==> src/rtl/haui_gpio_pkg.sv <==
// haui_gpio_pkg: register map, reset values and lane-merge helpers shared by the GPIO bank.
package haui_gpio_pkg;
  localparam int NUM_IO_MAX = 32;
  typedef enum logic [7:0] {
    REG_OUT      = 8'h00,
    REG_OEB      = 8'h04,
    REG_IN       = 8'h08,
    REG_IRQ_EN   = 8'h0C,
    REG_IRQ_EDGE = 8'h10,
    REG_IRQ_STAT = 8'h14
  } reg_off_e;
  localparam logic [NUM_IO_MAX-1:0] OUT_RST      = '0;
  localparam logic [NUM_IO_MAX-1:0] OEB_RST      = '1;
  localparam logic [NUM_IO_MAX-1:0] IRQ_EN_RST   = '0;
  localparam logic [NUM_IO_MAX-1:0] IRQ_EDGE_RST = '1;
  localparam logic [NUM_IO_MAX-1:0] IRQ_STAT_RST = '0;
  function automatic logic [NUM_IO_MAX-1:0] sel_mask(input logic [3:0] sel);
    return {{8{sel[3]}}, {8{sel[2]}}, {8{sel[1]}}, {8{sel[0]}}};
  endfunction
  function automatic logic [NUM_IO_MAX-1:0] lane_merge(input logic [NUM_IO_MAX-1:0] old,
                                                       input logic [31:0] dat,
                                                       input logic [3:0] sel);
    return (old & ~sel_mask(sel)) | (dat & sel_mask(sel));
  endfunction
endpackage

==> src/rtl/wb_gpio_bank_if.sv <==
// wb_gpio_bank_if: Wishbone classic slave signal bundle for the GPIO bank.
interface wb_gpio_bank_if;
  logic        wbs_cyc_i;
  logic        wbs_stb_i;
  logic        wbs_we_i;
  logic [3:0]  wbs_sel_i;
  logic [31:0] wbs_adr_i;
  logic [31:0] wbs_dat_i;
  logic        wbs_ack_o;
  logic [31:0] wbs_dat_o;
  modport master (
    output wbs_cyc_i, wbs_stb_i, wbs_we_i, wbs_sel_i, wbs_adr_i, wbs_dat_i,
    input  wbs_ack_o, wbs_dat_o
  );
  modport slave (
    input  wbs_cyc_i, wbs_stb_i, wbs_we_i, wbs_sel_i, wbs_adr_i, wbs_dat_i,
    output wbs_ack_o, wbs_dat_o
  );
endinterface

==> src/rtl/gpio_sync.sv <==
// gpio_sync: STAGES-deep multi-bit flop synchronizer for asynchronous pad inputs.
module gpio_sync #(
  parameter int WIDTH  = 1,
  parameter int STAGES = 2
) (
  input  logic             i_clk,
  input  logic             i_rst_n,
  input  logic [WIDTH-1:0] i_d,
  output logic [WIDTH-1:0] o_q
);
  logic [STAGES-1:0][WIDTH-1:0] r_q;
  always_ff @(posedge i_clk or negedge i_rst_n)
    if (!i_rst_n) r_q <= '0;
    else r_q <= {r_q[STAGES-2:0], i_d};
  assign o_q = r_q[STAGES-1];
endmodule

==> src/rtl/wb_gpio_bank.sv <==
// wb_gpio_bank: Wishbone GPIO bank with OUT/OEB registers, synchronized IN and optional edge IRQs.
// Define GPIO_BANK_IRQ_EN to build IRQ_EN/IRQ_EDGE/IRQ_STAT and a live irq_o.
module wb_gpio_bank
  import haui_gpio_pkg::*;
#(
  parameter int          NUM_IO      = 16,
  parameter logic [31:0] BASE_ADR    = 32'h3000_0000,
  parameter int          SYNC_STAGES = 2
) (
  input  logic              wb_clk_i,
  input  logic              wb_rst_n_i,
  wb_gpio_bank_if.slave     wbs,
  input  logic [NUM_IO-1:0] io_in,
  output logic [NUM_IO-1:0] io_out,
  output logic [NUM_IO-1:0] io_oeb,
  output logic              irq_o
);
  logic [1:0]        r_rst_q;
  logic              w_rst_n;
  logic              w_hit, w_acc, w_wr;
  logic [7:0]        w_off;
  logic [31:0]       w_dat;
  logic [3:0]        w_sel;
  logic              r_ack;
  logic [31:0]       r_dat, w_rdata, w_rd_en, w_rd_edge, w_rd_stat;
  logic [NUM_IO-1:0] r_out, r_oeb, w_sync;

  function automatic logic [NUM_IO-1:0] wr_merge(input logic [NUM_IO-1:0] old,
                                                 input logic [31:0] dat,
                                                 input logic [3:0] sel);
    return NUM_IO'(lane_merge(NUM_IO_MAX'(old), dat, sel));
  endfunction

  // Reset asserts asynchronously but every other flop sees its release aligned to the clock.
  always_ff @(posedge wb_clk_i or negedge wb_rst_n_i)
    if (!wb_rst_n_i) r_rst_q <= '0;
    else r_rst_q <= {r_rst_q[0], 1'b1};
  assign w_rst_n = r_rst_q[1];

  assign w_dat = wbs.wbs_dat_i;
  assign w_sel = wbs.wbs_sel_i;
  assign w_off = wbs.wbs_adr_i[7:0];
  assign w_hit = wbs.wbs_cyc_i & wbs.wbs_stb_i & (wbs.wbs_adr_i[31:8] == BASE_ADR[31:8]);
  assign w_acc = w_hit & ~r_ack;
  assign w_wr  = w_acc & wbs.wbs_we_i;

  gpio_sync #(.WIDTH(NUM_IO), .STAGES(SYNC_STAGES)) u_sync (
    .i_clk   (wb_clk_i),
    .i_rst_n (w_rst_n),
    .i_d     (io_in),
    .o_q     (w_sync)
  );

  always_comb
    w_rdata = (w_off == REG_OUT)      ? 32'(r_out)  :
              (w_off == REG_OEB)      ? 32'(r_oeb)  :
              (w_off == REG_IN)       ? 32'(w_sync) :
              (w_off == REG_IRQ_EN)   ? w_rd_en     :
              (w_off == REG_IRQ_EDGE) ? w_rd_edge   :
              (w_off == REG_IRQ_STAT) ? w_rd_stat   : '0;

  always_ff @(posedge wb_clk_i or negedge w_rst_n)
    if (!w_rst_n) begin
      r_ack <= 1'b0;
      r_dat <= '0;
      r_out <= NUM_IO'(OUT_RST);
      r_oeb <= NUM_IO'(OEB_RST);
    end else begin
      r_ack <= w_acc;
      r_dat <= (w_acc & ~wbs.wbs_we_i) ? w_rdata : '0;
      if (w_wr && w_off == REG_OUT) r_out <= wr_merge(r_out, w_dat, w_sel);
      if (w_wr && w_off == REG_OEB) r_oeb <= wr_merge(r_oeb, w_dat, w_sel);
    end

  assign wbs.wbs_ack_o = r_ack;
  assign wbs.wbs_dat_o = r_dat;
  assign io_out = r_out;
  assign io_oeb = r_oeb;

`ifdef GPIO_BANK_IRQ_EN
  localparam logic [2:0] ARM_DONE = 3'(SYNC_STAGES + 1);
  logic [NUM_IO-1:0] r_irq_en, r_irq_edge, r_irq_stat, r_sync_d, w_edge, w_w1c;
  logic [2:0]        r_arm;
  logic              r_irq;

  // An edge counts when the pad changed and its new level matches the selected polarity.
  assign w_edge = (r_arm == ARM_DONE) ? (w_sync ^ r_sync_d) & ~(w_sync ^ r_irq_edge) : '0;
  assign w_w1c  = (w_wr && w_off == REG_IRQ_STAT) ? NUM_IO'(sel_mask(w_sel) & w_dat) : '0;

  always_ff @(posedge wb_clk_i or negedge w_rst_n)
    if (!w_rst_n) begin
      r_irq_en   <= NUM_IO'(IRQ_EN_RST);
      r_irq_edge <= NUM_IO'(IRQ_EDGE_RST);
      r_irq_stat <= NUM_IO'(IRQ_STAT_RST);
      r_sync_d   <= '0;
      r_arm      <= '0;
      r_irq      <= 1'b0;
    end else begin
      if (w_wr && w_off == REG_IRQ_EN)   r_irq_en   <= wr_merge(r_irq_en, w_dat, w_sel);
      if (w_wr && w_off == REG_IRQ_EDGE) r_irq_edge <= wr_merge(r_irq_edge, w_dat, w_sel);
      r_irq_stat <= (r_irq_stat & ~w_w1c) | w_edge;
      r_sync_d   <= w_sync;
      r_arm      <= (r_arm == ARM_DONE) ? r_arm : r_arm + 3'd1;
      r_irq      <= |(r_irq_stat & r_irq_en);
    end

  assign w_rd_en   = 32'(r_irq_en);
  assign w_rd_edge = 32'(r_irq_edge);
  assign w_rd_stat = 32'(r_irq_stat);
  assign irq_o     = r_irq;
`else
  assign w_rd_en   = '0;
  assign w_rd_edge = '0;
  assign w_rd_stat = '0;
  assign irq_o     = 1'b0;
`endif
endmodule
==> src/flat_wrapper.sv <==
// flat-port wrapper written by rule: the top's interface ports become plain ports
module wb_gpio_bank_flat import haui_gpio_pkg::*;
#(
  parameter int          NUM_IO      = 16,
  parameter logic [31:0] BASE_ADR    = 32'h3000_0000,
  parameter int          SYNC_STAGES = 2
)
  (wb_clk_i, wb_rst_n_i, io_in, io_out, io_oeb, irq_o, wbs_wbs_cyc_i, wbs_wbs_stb_i, wbs_wbs_we_i, wbs_wbs_sel_i, wbs_wbs_adr_i, wbs_wbs_dat_i, wbs_wbs_ack_o, wbs_wbs_dat_o);
  wb_gpio_bank_if wbs_i ();
  input  logic wb_clk_i;
  input  logic wb_rst_n_i;
  input  logic [NUM_IO-1:0] io_in;
  output logic [NUM_IO-1:0] io_out;
  output logic [NUM_IO-1:0] io_oeb;
  output logic irq_o;
  input wire logic [$bits(wbs_i.wbs_cyc_i)-1:0] wbs_wbs_cyc_i;
  input wire logic [$bits(wbs_i.wbs_stb_i)-1:0] wbs_wbs_stb_i;
  input wire logic [$bits(wbs_i.wbs_we_i)-1:0] wbs_wbs_we_i;
  input wire logic [$bits(wbs_i.wbs_sel_i)-1:0] wbs_wbs_sel_i;
  input wire logic [$bits(wbs_i.wbs_adr_i)-1:0] wbs_wbs_adr_i;
  input wire logic [$bits(wbs_i.wbs_dat_i)-1:0] wbs_wbs_dat_i;
  output wire logic [$bits(wbs_i.wbs_ack_o)-1:0] wbs_wbs_ack_o;
  output wire logic [$bits(wbs_i.wbs_dat_o)-1:0] wbs_wbs_dat_o;
  assign wbs_i.wbs_cyc_i = wbs_wbs_cyc_i;
  assign wbs_i.wbs_stb_i = wbs_wbs_stb_i;
  assign wbs_i.wbs_we_i = wbs_wbs_we_i;
  assign wbs_i.wbs_sel_i = wbs_wbs_sel_i;
  assign wbs_i.wbs_adr_i = wbs_wbs_adr_i;
  assign wbs_i.wbs_dat_i = wbs_wbs_dat_i;
  assign wbs_wbs_ack_o = wbs_i.wbs_ack_o;
  assign wbs_wbs_dat_o = wbs_i.wbs_dat_o;
  wb_gpio_bank #(.NUM_IO(NUM_IO), .BASE_ADR(BASE_ADR), .SYNC_STAGES(SYNC_STAGES)) u_core (.wb_clk_i(wb_clk_i), .wb_rst_n_i(wb_rst_n_i), .wbs(wbs_i), .io_in(io_in), .io_out(io_out), .io_oeb(io_oeb), .irq_o(irq_o));
endmodule
==> config.mk <==
export PLATFORM = sky130hd
export DESIGN_NAME = wb_gpio_bank_flat
export DESIGN_NICKNAME = d
export VERILOG_FILES = /design/src/rtl/haui_gpio_pkg.sv /design/src/rtl/wb_gpio_bank_if.sv /design/src/rtl/gpio_sync.sv /design/src/rtl/wb_gpio_bank.sv /design/src/flat_wrapper.sv
export SDC_FILE = /design/constraint.sdc
export NUM_CORES = 1
export LEC_CHECK = 0
export CAP_MARGIN = 20
export CELL_PAD_IN_SITES_DETAIL_PLACEMENT = 1
export CELL_PAD_IN_SITES_GLOBAL_PLACEMENT = 1
export CORE_MARGIN = 1
export CORE_UTILIZATION = 28
export CTS_CLUSTER_DIAMETER = 40
export DETAILED_ROUTE_END_ITERATION = 8
export HOLD_SLACK_MARGIN = 0.1
export PLACE_DENSITY = 0.77
export SYNTH_ARGS = -nofsm -noshare
export SYNTH_HDL_FRONTEND = slang
export SYNTH_SLANG_ARGS = --single-unit
==> constraint.sdc <==
create_clock -name wb_clk_i -period 2.48 [get_ports wb_clk_i]
set_clock_uncertainty 0.15 [all_clocks]
set_input_delay 0.744 -clock wb_clk_i [delete_from_list [all_inputs] [get_ports wb_clk_i]]
set_output_delay 0.744 -clock wb_clk_i [all_outputs]
set_load 0.005 [all_outputs]
* Yosys cells after proc, flatten, opt, wreduce, memory -nomap -nowiden
Index checks and enable logic that the tools add are counted.
** Cells by class
- Equality and inequality tests :: 3
- Reduce and logical (&&, ||, !) cells :: 3
- Mux-type cells :: 4
- Bitwise logic cells :: 13
** Operator list (count)
- 2-to-1 mux 32 bit :: 3
- bitwise AND 16 bit :: 3
- bitwise OR 16 bit :: 2
- == test 24 x 22 -> 1 bit (second input constant) :: 1
- 2-to-1 mux 16 bit :: 1
- inverter 16 bit :: 1
- == test 8 x 3 -> 1 bit (second input constant) :: 1
- == test 8 x 4 -> 1 bit (second input constant) :: 1
- zero test 8 bit :: 1
- bitwise AND 1 bit :: 5
- logical AND 1 bit :: 2
- inverter 1 bit :: 2
** Storage, ports and cells
- Bits of input ports :: 89
- Bits in registers :: 99

* Longest topological paths before layout
Gate-level depths: netlist (run 1).
- Word-level depth :: 5
- Mapped depth :: 6
- Gate-level depth less buffers :: 4

* Cells and area by module
From an unflattened synthesis (run 1), not the netlist that was laid out.
** Unflattened totals
- Cell total of the unflattened synthesis :: 249
- Area, all modules :: 3464.6 um2
** By module, submodules not included
- wb_gpio_bank :: cells an instance 201, area an instance 2543.7 um2, times used 1, sequential area each 1296.2 um2
- gpio_sync :: cells an instance 48, area an instance 920.9 um2, times used 1, sequential area each 800.8 um2

* Worst setup path after synthesis (run 1)
OpenSTA, ideal clock, no wires.
- Kind :: input to register
- Start point :: in wbs_wbs_adr_i[26]
- End point :: reg with a tool-made name
- Path buffers :: 0
- Stages on the path :: 4
- Path slack :: 4 ps
- Data required time :: 2205 ps
- Arrival :: 2201 ps
- Cells stage by stage :: nor4bb_1 -> nand4_1 -> nor3_2 -> mux2_2
** RTL lines
- start: declaration :: RTL line flat_wrapper.sv:20 : input wire logic [$bits(wbs_i.wbs_adr_i)-1:0] wbs_wbs_adr_i;

* Worst setup path in the final report (run 1)
- Start point :: in wbs_wbs_adr_i[5]
- End point :: reg u_core.r_dat[4] (netlist: u_core.wbs.wbs_dat_o[4])
** Between the ends
- Word-level cells in the longest chain between the ends :: 5
- Elaborated cells between the ends (all ways) :: 7
- Those cells by class :: 2 x eq/ne; 4 x mux; 1 x reduce/logical
** Ends and longest elaborated chain
- == test 8 x 4 -> 1 bit :: RTL line wb_gpio_bank.sv:57 : (w_off == REG_IN) ? 32'(w_sync) :
- 2-to-1 mux 16 bit :: RTL line wb_gpio_bank.sv:57
- 2-to-1 mux 32 bit :: RTL line wb_gpio_bank.sv:56 : (w_off == REG_OEB) ? 32'(r_oeb) :
- 2-to-1 mux 32 bit * :: RTL line wb_gpio_bank.sv:55 : w_rdata = (w_off == REG_OUT) ? 32'(r_out) :
- 2-to-1 mux 32 bit * :: RTL line wb_gpio_bank.sv:70 : r_dat <= (w_acc & ~wbs.wbs_we_i) ? w_rdata : '0;
- end signal: assignment :: RTL line wb_gpio_bank.sv:70
- end: declaration :: RTL line wb_gpio_bank.sv:25 : logic [31:0] r_dat, w_rdata, w_rd_en, w_rd_edge, w_rd_stat;
Mark *: on every way between the ends. The rest lies on a longest branch, timed or not.
A chain may end at the register's enable or synchronous reset.

==> impl_metrics.csv, run 1 <==
group,metric,value,unit
routing,wl_per_cell,18.2,µm
die,die_area,12100,µm²
pwr,swShare,0.210,
clocking,clock_sinks,83,
timing,worst_slew_pin_slew,0.571,ns
worst_setup_path,crit_start,"wbs_wbs_adr_i[5]",
clocking,clkLatencyLatePin,0.33,ns
pwr,switchingPower,643,µW
routing,drc,0,
worst_setup_path,path_common_cell,"buf_4",
logic_synthesis,synth_area,3270,µm²
finish,multi_input_area,1250,µm²
timing,relSlewSlack,0.619,
routing,wirelength,9490,µm
logic_synthesis,syn_inst,233,
worst_setup_path,cp_top_family,"buffers and inverters",
finish,n_fill_cell,1179,
finish,final_util,0.461,
timing,clock.fmax,0.411,GHz
placement,pre_cts_slack,-0.509,ns
routing,first_pass_iters,4,
clocking,clock-root-buffer,"clkbuf_16",
timing,min_period_over_period,0.981,
timing,hold_violations,0,
min_path,holdCritPathClass,"reg -> async",
pwr,cell_internal_pwr,2.42,mW
pwr,clkPwrFrac,0.470,
die,io_pins,155,
logic_synthesis,ys_ff_latch,83,
worst_setup_path,cp_cell_sequence,"clkdlybuf4s50_1, nor4_2, buf_4, nand2_2, buf_4, o311ai_0, a21oi_2",
finish,layout-drive-gt1-share,0.294,
logic_synthesis,ys_warn_count,0,
pwr,leakagePower,2.36,nW
clocking,cts_tree,"yes",
logic_synthesis,synth-edff-count,0,
die,rows,39,
finish,register_area,2100,µm²
clocking,clk_pin_slew,0.06,ns
routing,vias,2407,
pwr,ir_drop,0.325,mV
placement,hpwl,6450,µm
worst_setup_path,cp.required,2.53,ns
global_route,grt_pass1_wl,14700,µm
timing,layout_setup_ws,0.0466,ns
finish,final_nets,462,
worst_setup_path,cp_num_buf_inv,3,
timing,setup_viol,0,
die,core-area,11400,µm²
worst_setup_path,slowest_delay,0.42,ns
global_route,overflow,0,
logic_synthesis,synthTopCellsByArea,"dfrtp_1 (51%), dfstp_2 (13%), mux2_2 (11%)",
global_route,gr-usage-all-layers,0.168,
timing,rsz0062_at_grt,"yes",
worst_setup_path,crit-reg2reg-launch,"u_core.wbs.wbs_ack_o",
clocking,htreeDepth,3,
clocking,cts_buffers,9,
worst_setup_path,critical_path_class,"in -> reg",
clocking,cts_max_path_buffers,2,
worst_setup_path,worstPathArrival,2.48,ns
global_route,grt_pass1_vias,2740,
finish,areaGrowthSynthToFinish,61.2,%
logic_synthesis,synth.distinct_cells,27,
pwr,combPwrFrac,0.071,
logic_synthesis,async_flop_share,1.00,
routing,vias_per_cell,4.62,
run_status,status,"complete, no violations",
pwr,p_seq_frac,0.459,
global_route,grt_max_degree,43,
worst_setup_path,endpoint_kind,"flop",
logic_synthesis,ys_seq_area_frac,0.641,
pwr,p_per_area,581,nW/µm²
routing,drt_iter0_drc,51,
worst_setup_path,critPathSlowestCell,"clkdlybuf4s50_1",
global_route,antenna_found_initial,0,
logic_synthesis,yosys.area.top_type,"dfrtp_1",
worst_setup_path,path_max_fanout,16,
timing,slew_violations,0,
die,die_w,110,µm
worst_setup_path,worstSetupStartpointType,"primary input",
placement,portBuffers,119,
die,die_height,110,µm
logic_synthesis,syn_area_per_cell,14.0,µm²
finish,antennaDiodeCount,0,
placement,gp_congestion,0.727,
routing,ant_nets,0,
logic_synthesis,yosys.area.top_type_share,0.513,
die,start_util,0.286,
logic_synthesis,ys.flop_type,"dfrtp_1",
timing,min_period,2.43,ns
flow_run,maxCapViolCount,0,
==> kinds of logic after synthesis <==
logic type | Yosys count | synth area share
multiplexers | 32 | 0.110
flip-flops | 83 | 0.641
AO/OA/AOI/OAI | 32 | 0.0674
AND/OR/NAND/NOR | 58 | 0.124
other | 2 | 0.00230
buffers and inverters | 26 | 0.0551
==> power by group through the flow <==
stage / Clock, mW / Combinational, mW / Sequential (mW)
2_1_floorplan: 0 / 0.0638 / 1.43
3_3_place_gp: 0 / 0.200 / 1.43
3_5_place_dp: 0 / 0.207 / 1.43
4_1_cts: 1.48 / 0.214 / 1.41
5_1_grt: 1.53 / 0.239 / 1.41
6_report: 1.44 / 0.218 / 1.40
==> area by class of cell <==
| class | instances | share of cell area |
|---|---|---|
| clock buffers | 11 | 0.0461 |
| clock inverters | 5 | 0.0159 |
| inverters | 1 | 0.000712 |
| multi-input cells | 141 | 0.238 |
| flip-flops and latches | 83 | 0.399 |
| well taps | 143 | 0.0340 |
| repair buffers | 137 | 0.267 |
==> per-layer routing <==
| metal | GRT usage | wire, µm | up-vias |
|---|---|---|---|
| met5 | 0 | 0 | - |
| met2 | 0.312 | 5240 | 76 |
| met3 | 0.0423 | 408 | 16 |
| met1 | 0.183 | 3670 | 1234 |
| li1 | - | - | 1081 |
| met4 | 0.0638 | 171 | 0 |
==> cell usage after synthesis, types with 2 or more instances <==
cell	n
a21oi_1	16
buf_4	17
clkbuf_1	5
conb_1	2
dfrtp_1	67
dfstp_2	16
mux2_2	32
nand2_1	18
nand2b_1	16
nand3_1	2
nand4_1	2
nor2_1	4
nor3_2	2
nor4_1	2
nor4_2	2
nor4_4	3
nor4b_1	2
o311ai_0	16
==> cell usage in the layout (no fill, tap or decap), types with 5 or more instances in the layout <==
master / instances
dfstp_2: 16
dfrtp_1: 66
mux2_4: 17
conb_1: 18
clkbuf_16: 9
o311ai_1: 7
a21oi_1: 8
clkdlybuf4s50_1: 92
a21oi_2: 8
buf_4: 12
dlygate4sd2_1: 8
nand2b_1: 16
nand2_1: 17
nor4_4: 5
o311ai_0: 9
dlymetal6s2s_1: 18
mux2_2: 15
==> metrics by stage <==
stage | area (µm²) | total power [mW] | hold slack (ns) | TNS, ns | cells
3_5_place_dp | 4690 | 1.64 | 0.190 | -22.20 | 502
6_report | 5270 | 3.06 | 0.178 | 0 | 521
3_3_place_gp | 4690 | 1.63 | 0.182 | -19.40 | 502
4_1_cts | 5160 | 3.10 | 0.200 | 0 | 519
2_1_floorplan | 3330 | 1.49 | 0.181 | 0 | 249
5_1_grt | 5270 | 3.18 | 0.207 | -0.0568 | 521
==> worst paths after layout <==
path	to	slack (ns)	cells after the start
hold / removal	u_core.u_sync.r_q[7]	0.18	0
setup / recovery	u_core.wbs.wbs_dat_o[4]	0.05	7
min in group wb_clk_i	u_core.u_sync.o_q[6]	0.20	0
setup reg to reg	flop	0.38	5
max in group asynchronous	async pin	1.31	1
hold reg to reg	u_core.u_sync.r_q[7]	0.18	0
==> what timing repair did <==
item | in CTS | in global routing
gates cloned | 1 | 0
setup endpoints to repair | 48 | 48
buffers inserted | 0 | 2
hold buffers | 0 | 0
gates resized for setup | 44 | 35
pin swaps | 10 | 15
Power figures use the tool's default switching activity.
==> run 2, diff against run 1 <==
- TNS_END_PERCENT: not set -> 50
==> run 2 against run 1 <==
Net effect:
- utilization about the same
- worst hold slack about the same
- clock-buffer cell count stayed put
- global-route usage stayed put
- first-iteration DRC count did not move
- sequential share of layout area about the same
- final area about the same
- clock power about the same
- largest cell class unchanged
==> impl_metrics.csv, run 2 (synthesis results as in run 1) <==
group,metric,value,unit
die,die_height,110,µm
placement,gp_congestion,0.727,
routing,vias_per_cell,4.62,
die,io_pins,155,
global_route,grt_max_degree,43,
routing,ant_nets,0,
routing,drt_iter0_drc,51,
worst_setup_path,cp.required,2.53,ns
routing,drc,0,
clocking,clock-root-buffer,"clkbuf_16",
finish,areaGrowthSynthToFinish,61.0,%
global_route,gr-usage-all-layers,0.168,
timing,rsz0062_at_grt,"yes",
worst_setup_path,path_common_cell,"buf_4",
timing,slew_violations,0,
routing,vias,2407,
worst_setup_path,endpoint_kind,"flop",
worst_setup_path,crit-reg2reg-launch,"u_core.wbs.wbs_ack_o",
min_path,holdCritPathClass,"reg -> async",
timing,layout_setup_ws,0.0468,ns
global_route,grt_pass1_vias,2740,
pwr,swShare,0.210,
timing,relSlewSlack,0.620,
clocking,clock_sinks,83,
finish,final_nets,462,
worst_setup_path,cp_num_buf_inv,3,
finish,final_cell_mix,"clkdlybuf4s50_1 (92), dfrtp_1 (66), conb_1 (18), dlymetal6s2s_1 (18), nand2_1 (17)",
pwr,clkPwrFrac,0.470,
worst_setup_path,critical_path_class,"in -> reg",
run_status,status,"complete, no violations",
timing,min_period_over_period,0.981,
routing,wl_per_cell,18.2,µm
clocking,htreeDepth,3,
clocking,clk_pin_slew,0.06,ns
timing,setup_viol,0,
pwr,p_seq_frac,0.459,
pwr,combPwrFrac,0.071,
die,die_area,12100,µm²
timing,clock.fmax,0.411,GHz
finish,antennaDiodeCount,0,
finish,layout-drive-gt1-share,0.294,
clocking,cts_tree,"yes",
routing,wirelength,9490,µm
die,start_util,0.286,
worst_setup_path,critPathSlowestCell,"clkdlybuf4s50_1",
timing,min_period,2.43,ns
die,core-area,11400,µm²
worst_setup_path,slowest_delay,0.42,ns
worst_setup_path,worstSetupStartpointType,"primary input",
clocking,cts_buffers,9,
clocking,cts_max_path_buffers,2,
worst_setup_path,cp_cell_sequence,"clkdlybuf4s50_1, nor4_2, buf_4, nand2_2, buf_4, o311ai_0, a21oi_2",
die,rows,39,
timing,worst_slew_pin_slew,0.570,ns
finish,final_common_cell,"clkdlybuf4s50_1",
clocking,clkLatencyLatePin,0.33,ns
placement,hpwl,6450,µm
timing,hold_violations,0,
pwr,leakagePower,2.36,nW
worst_setup_path,cp_top_family,"buffers and inverters",
placement,pre_cts_slack,-0.509,ns
placement,portBuffers,119,
flow_run,maxCapViolCount,0,
pwr,ir_drop,0.325,mV
global_route,overflow,0,
worst_setup_path,crit_start,"wbs_wbs_adr_i[5]",
worst_setup_path,worstPathArrival,2.48,ns
global_route,antenna_found_initial,0,
placement,placed_area,4690,µm²
pwr,cell_internal_pwr,2.42,mW
pwr,switchingPower,643,µW
die,die_w,110,µm
pwr,finalPower,3.06,mW
global_route,grt_pass1_wl,14700,µm
worst_setup_path,path_max_fanout,16,
pwr,p_per_area,582,nW/µm²
routing,first_pass_iters,3,
finish,fin_area,5270,µm²
run 2: worst paths after layout:
path | slack [ns] | to | cells past startpoint
worst max-delay path | 0.05 | u_core.wbs.wbs_dat_o[4] | 7
worst min-delay path | 0.18 | u_core.u_sync.r_q[7] | 0
worst max register to register | 0.38 | flop | 5
worst min register to register | 0.18 | u_core.u_sync.r_q[7] | 0
max in group asynchronous | 1.31 | async pin | 1
min in group wb_clk_i | 0.20 | u_core.u_sync.o_q[6] | 0
run 2: repair_timing:
item | CTS | global route
buffers inserted | 0 | 2
hold buffers | 0 | 0
pin swaps | 10 | 15
resized for setup | 43 | 35
cloned | 1 | 0
setup endpoints to repair | 48 | 48
run 2: worst reg2reg max path, delay by kind of cell, from the launching register on:
family / cells / cell delay (ns)
buf+inv: 1 / 0.19
flops: 1 / 0.41
mux: 1 / 0.32
simple gates: 3 / 0.97
run 2: metal layers:
| layer | routed length (µm) | up-vias | GRT usage |
|---|---|---|---|
| met1 | 3660 | 1233 | 0.183 |
| met5 | 0 | - | 0 |
| met4 | 171 | 0 | 0.0638 |
| li1 | - | 1082 | - |
| met2 | 5240 | 76 | 0.312 |
| met3 | 409 | 16 | 0.0423 |
run 2: final cells by class:
type / count / area, µm²
Inverter: 1 / 3.75
Tap cell: 143 / 179
Fill cell: 1180 / 6150
Multi-Input combinational cell: 141 / 1250
Timing Repair Buffer: 137 / 1410
Sequential cell: 83 / 2100
Clock buffer: 11 / 243
Clock inverter: 5 / 83.8
run 2: power by group through the flow:
stage / Clock (mW) / Combinational [mW] / Sequential (mW)
detailed placement: 0 / 0.207 / 1.43
CTS: 1.48 / 0.214 / 1.41
finish: 1.44 / 0.218 / 1.40
floorplan: 0 / 0.0638 / 1.43
global route: 1.53 / 0.239 / 1.41
global placement: 0 / 0.200 / 1.43
run 2: per-stage QoR:
stage | instances | util | setup TNS, ns | hold WS (ns)
floorplan | 249 | - | 0 | 0.181
global placement | 502 | 0.410 | -19.40 | 0.182
detailed placement | 502 | 0.410 | -22.20 | 0.190
CTS | 519 | 0.452 | -0.000864 | 0.200
global route | 521 | 0.461 | -0.0568 | 0.207
finish | 521 | 0.461 | 0 | 0.178
